$ cat config.mk
export PLATFORM = sky130hd
export DESIGN_NAME = cipher_feeder
export DESIGN_NICKNAME = d
export VERILOG_FILES = /design/src/rtl/cipher_feeder.sv
export SDC_FILE = /design/constraint.sdc
export NUM_CORES = 1
export LEC_CHECK = 0
export CORE_ASPECT_RATIO = 1.75
export CORE_UTILIZATION = 55
export DETAILED_ROUTE_END_ITERATION = 10
export PLACE_DENSITY = 0.73
export SLEW_MARGIN = 25
export SYNTH_ARGS = -nofsm -noshare
export SYNTH_HDL_FRONTEND = slang
export SYNTH_SLANG_ARGS = --single-unit
$ cat constraint.sdc
create_clock -name clk -period 6.75 [get_ports clk]
set_clock_uncertainty 0.05 [all_clocks]
set_input_delay 0.675 -clock clk [delete_from_list [all_inputs] [get_ports clk]]
set_output_delay 0.675 -clock clk [all_outputs]
set_load 0.005 [all_outputs]
$ cat src/rtl/cipher_feeder.sv
// FIFO-buffered sequencer feeding the cipher: one new_message/key cycle per message, then one byte per cycle.
// Optional `CIPHER_FEEDER_LEVEL_EN adds a registered fifo_level output.
module cipher_feeder #(
   parameter int DEPTH = 16,
   parameter int DW    = 8,
   localparam int AW   = $clog2(DEPTH)
) (
   input  logic          clk,
   input  logic          reset,
   input  logic          in_valid,
   output logic          in_ready,
   input  logic          in_sop,
   input  logic [DW-1:0] in_key,
   input  logic [DW-1:0] in_data,
   output logic          new_message,
   output logic [DW-1:0] key,
   output logic [DW-1:0] data_in,
   output logic          valid_in,
   output logic          err_orphan
`ifdef CIPHER_FEEDER_LEVEL_EN
   ,
   output logic [AW:0]   fifo_level
`endif
);

   localparam int EW = 2*DW + 1;

   typedef enum logic [1:0] {S_IDLE, S_NEWMSG, S_STREAM} state_t;

   state_t          r_state;
   state_t          w_state_next;
   logic [EW-1:0]   r_mem [DEPTH];
   logic [AW:0]     r_wr_ptr;
   logic [AW:0]     r_rd_ptr;
   logic            r_init;
   logic            w_full;
   logic            w_empty;
   logic            w_push;
   logic            w_pop;
   logic            w_head_sop;
   logic [DW-1:0]   w_head_key;
   logic [DW-1:0]   w_head_data;

   logic            r_new_message;
   logic            r_valid_in;
   logic            r_err_orphan;
   logic [DW-1:0]   r_key;
   logic [DW-1:0]   r_data_in;
   logic            w_new_message_next;
   logic            w_valid_in_next;
   logic            w_err_orphan_next;
   logic [DW-1:0]   w_key_next;
   logic [DW-1:0]   w_data_in_next;

   // Extra pointer MSB distinguishes full from empty when the index bits match.
   assign w_empty  = (r_wr_ptr == r_rd_ptr);
   assign w_full   = (r_wr_ptr[AW] != r_rd_ptr[AW]) &&
                     (r_wr_ptr[AW-1:0] == r_rd_ptr[AW-1:0]);
   assign in_ready = r_init & ~w_full;
   assign w_push   = in_valid & in_ready;

   assign {w_head_sop, w_head_key, w_head_data} = r_mem[r_rd_ptr[AW-1:0]];

   always_ff @(posedge clk) begin
      if (w_push) begin
         r_mem[r_wr_ptr[AW-1:0]] <= {in_sop, in_key, in_data};
      end
   end

   always_ff @(posedge clk or posedge reset) begin
      if (reset) begin
         r_wr_ptr <= '0;
         r_rd_ptr <= '0;
         r_init   <= 1'b0;
      end else begin
         r_init <= 1'b1;
         if (w_push) r_wr_ptr <= r_wr_ptr + 1'b1;
         if (w_pop)  r_rd_ptr <= r_rd_ptr + 1'b1;
      end
   end

`ifdef CIPHER_FEEDER_LEVEL_EN
   logic [AW:0] r_level;

   always_ff @(posedge clk or posedge reset) begin
      if (reset) begin
         r_level <= '0;
      end else begin
         r_level <= r_level + {{AW{1'b0}}, w_push} - {{AW{1'b0}}, w_pop};
      end
   end

   assign fifo_level = r_level;
`endif

   always_ff @(posedge clk or posedge reset) begin
      if (reset) begin
         r_state       <= S_IDLE;
         r_new_message <= 1'b0;
         r_valid_in    <= 1'b0;
         r_err_orphan  <= 1'b0;
         r_key         <= '0;
         r_data_in     <= '0;
      end else begin
         r_state       <= w_state_next;
         r_new_message <= w_new_message_next;
         r_valid_in    <= w_valid_in_next;
         r_err_orphan  <= w_err_orphan_next;
         r_key         <= w_key_next;
         r_data_in     <= w_data_in_next;
      end
   end

   always_comb begin
      w_state_next = r_state;
      case (r_state)
         S_IDLE:   if (!w_empty && w_head_sop) w_state_next = S_NEWMSG;
         S_NEWMSG: w_state_next = S_STREAM;
         S_STREAM: if (!w_empty && w_head_sop) w_state_next = S_NEWMSG;
         default:  w_state_next = S_IDLE;
      endcase
   end

   // The sop entry stays at the head through the new_message cycle and is popped as data byte 0.
   always_comb begin
      w_pop              = 1'b0;
      w_new_message_next = 1'b0;
      w_valid_in_next    = 1'b0;
      w_err_orphan_next  = r_err_orphan;
      w_key_next         = r_key;
      w_data_in_next     = r_data_in;
      case (r_state)
         S_IDLE: begin
            if (!w_empty) begin
               if (w_head_sop) begin
                  w_new_message_next = 1'b1;
                  w_key_next         = w_head_key;
               end else begin
                  w_pop             = 1'b1;
                  w_err_orphan_next = 1'b1;
               end
            end
         end
         S_NEWMSG: begin
            w_pop           = 1'b1;
            w_data_in_next  = w_head_data;
            w_valid_in_next = 1'b1;
         end
         S_STREAM: begin
            if (!w_empty) begin
               if (w_head_sop) begin
                  w_new_message_next = 1'b1;
                  w_key_next         = w_head_key;
               end else begin
                  w_pop           = 1'b1;
                  w_data_in_next  = w_head_data;
                  w_valid_in_next = 1'b1;
               end
            end
         end
         default: ;
      endcase
   end

   assign new_message = r_new_message;
   assign valid_in    = r_valid_in;
   assign err_orphan  = r_err_orphan;
   assign key         = r_key;
   assign data_in     = r_data_in;

endmodule

==> results.cfg <==
[critical_path]
arrival_ns = 3.87
worst_setup_path_end_kind = flip-flop
path_max_fanout = 34
path_cells = xor2_1 > nor4_2 > a21oi_1 > nand2_1 > nor3_2 > buf_4
critical_path_class = flip-flop to flip-flop
critPathRequiredTime_ns = 6.92
critPathBufInv = 1
r2r-start = r_rd_ptr[1]
crit_path_start_kind = flip-flop
critical-path-top-delay-family = simple AND/OR/NAND/NOR gates
slowest_delay_ns = 0.91
cp-startpoint = r_rd_ptr[1]
critPathSlowestCell = dfrtp_2

[timing]
fin_crit_ns = 3.699
final.setup.worst_slack_ns = 3.051
slew_violations = 0
setup_tns_ns = 0
period_share_pct = 54.81
maxSlewHeadroom_pct = 34.47
holdWs_ns = 0.4263
hold_viol_final = 0
worst_slew_pin_slew_ns = 0.9777
grt_setup_unrepaired = false
fmax_ghz = 0.2703
setup_viol = 0

[yosys]
async_reset_ff_share_pct = 10.53
yosys-top-cells-area = edfxtp_1, mux4_2, dfrtp_1
ys_seq_area_share_pct = 75.26
synth_compound_gate_area_share_pct = 1.344
synth_top_area_share_pct = 68.54
synth_edf_count = 272
synth_area_per_cell_sq_um = 22.32
synth_top_family_by_area = multiplexers
synth_xor_area_share_pct = 0.8820
yosysWarnings = 0
synth_ff_type = edfxtp_1
synth_cell_types = 44
syn_area_sq_um = 11920
synth_nets = 563
synth_fa_ha_area_share_pct = 0.9450
synth_cells = 534
yosys.area.top_type = edfxtp_1
synth-seq-cells = 304
synth-simple-area-share_pct = 2.047
yosys-mux-area-fraction_pct = 17.91

[grt]
grtUsageMet2_pct = 39.92
antenna_found_initial = 0
met3_usage_pct = 2.952
grt_max_degree = 41
grt-ovfl-total = 0
track_usage_pct = 22.98
gr-usage-met1_pct = 30.18
grt_pass1_vias = 5959
grt_first_pass_wirelength_um = 36720
top_usage_layer = met2

[clock_tree]
post_cts_buffers = 0
cts_made_buffers = 26
root_buffer = clkbuf_16
clk_path_buf_depth = 3
cts_tree = yes
clk_latency_ns = 0.53
clk_pin_slew_worst_paths_ns = 0.07
hold_buffers = 0
cts_max_level = 1
ctsResizeCount = 0
clock_sinks = 304

[min_path]
hp-class = flip-flop to flip-flop
hold_start = err_orphan

[placed_design]
dp.cells = 843
hpwl_um = 14950
dpl_cell_area_sq_um = 12670
post-place-ws_ns = 3.034
port_buffers = 39
place_congestion = 0.8417

[detailed_routing]
routed_via_density = 6.131
drc = 0
drt_iter0_markers = 483
firstDrtPassIters = 5
wl_per_cell_um = 27.09
ant_nets = 0
routed_wl_um = 24110
dr_total_vias = 5457

[status]
outcome = completed

[cells_and_area]
final_cells = 890
seq_area_sq_um = 8974
stdcell_area_sq_um = 13480
fillers = 1400
antennaDiodeCount = 0
multi_input_area_sq_um = 2863
flow.area_growth_from_synthesis_pct = 13.10
final_nets = 612
drive_gt1_share_pct = 27.57

[floorplan]
die-area_sq_um = 22280
die_w_um = 113.3
core_sq_um = 21110
start_util_pct = 56.46
io_pins = 40
rows = 70
die_y_um = 196.7

[power]
powerDensity_nw_per_um2 = 404.7
leakage_uw = 0.004369
ir_worst_vdd_mv = 0.2567

[job]
maxCapViolCount = 0
Yosys cell counts (3+ instances only):
cell      instances
a21oi_1           7
xor2_1            7
nand2_1          10
clkbuf_1         11
mux2_2            5
nand4_1           3
nor2_1           13
edfxtp_1        272
nand3_1           3
buf_6             6
xnor2_1           5
buf_1             3
buf_2             6
ha_1              9
dfrtp_1          32
mux4_2           83
nor3_1            6
mux2_1            7
mux2_4            8
inv_1             7
worst reg2reg max path, stage by stage (launching register included):
cell	delay, ns
dfrtp_2	0.91
xor2_1	0.25
nor4_2	0.11
a21oi_1	0.54
nand2_1	0.36
nor3_2	0.82
buf_4	0.36
layout make-up:
cell class,instances,area share [%]
flip-flops and latches,304,66.58
multi-input cells,195,21.24
clock buffers,36,5.412
repair buffers,48,3.398
well taps,288,2.674
clock inverters,11,0.4735
inverters,8,0.2228
sequential cells by signal, summed over array words and instances (netlist names):
register / cells
r_state: 2
r_mem: 272
err_orphan: 1
data_in: 8
r_wr_ptr: 5
r_init: 1
new_message: 1
key: 8
valid_in: 1
r_rd_ptr: 5
final timing paths:
check	endpoint	slack (ns)	cells after the start
min in group asynchronous	data_in[7]	0.51	3
setup / recovery	r_mem[1][11]	3.05	6
hold reg to reg	err_orphan	0.43	1
max in group asynchronous	r_rd_ptr[0]	5.76	3
hold / removal	err_orphan	0.43	1
setup reg to reg	r_mem[1][11]	3.05	6
through the flow:
step / util, % / total power (uW)
6_report: 63.85 / 5454
4_1_cts: 63.81 / 5502
5_1_grt: 63.85 / 5674
2_1_floorplan: - / 3614
3_3_place_gp: 59.83 / 4056
3_5_place_dp: 60.05 / 4107
kinds of logic (layout without fill, tap and decap cells):
family          Yosys count  after routing
xor+xnor                 12             12
simple gates             48             48
fa+ha+maj                 9              9
buf+inv                  35            103
compound gates           21             21
mux                     104            104
other cells               1              1
flops                   304            304
metal layers:
metal / part of all wire [%] / routed length (um)
met1: 39 / 9341
met2: 54 / 12930
met3: 4.7 / 1142
met4: 2.9 / 691
met5: 0 / 0
cells in the final DEF, fill, tap and decap left out, types with 7 or more instances in the layout:
master           count
inv_1                7
clkinv_2             7
a21oi_1              7
clkbuf_1             7
nor2_4              11
ha_1                 9
xor2_1               7
dfrtp_1             30
mux4_2              83
edfxtp_1           272
nand2_1             10
clkdlybuf4s50_1     39
mux2_1               7
mux2_4               8
buf_4                9
clkbuf_16           27
where the power goes:
group | switching (uW) | internal, uW | leakage, uW
clock | 637 | 759 | 0.000393
combinational | 732 | 880 | 0.00115
sequential | 213 | 2230 | 0.00283
(Power assumes the default switching activity.)
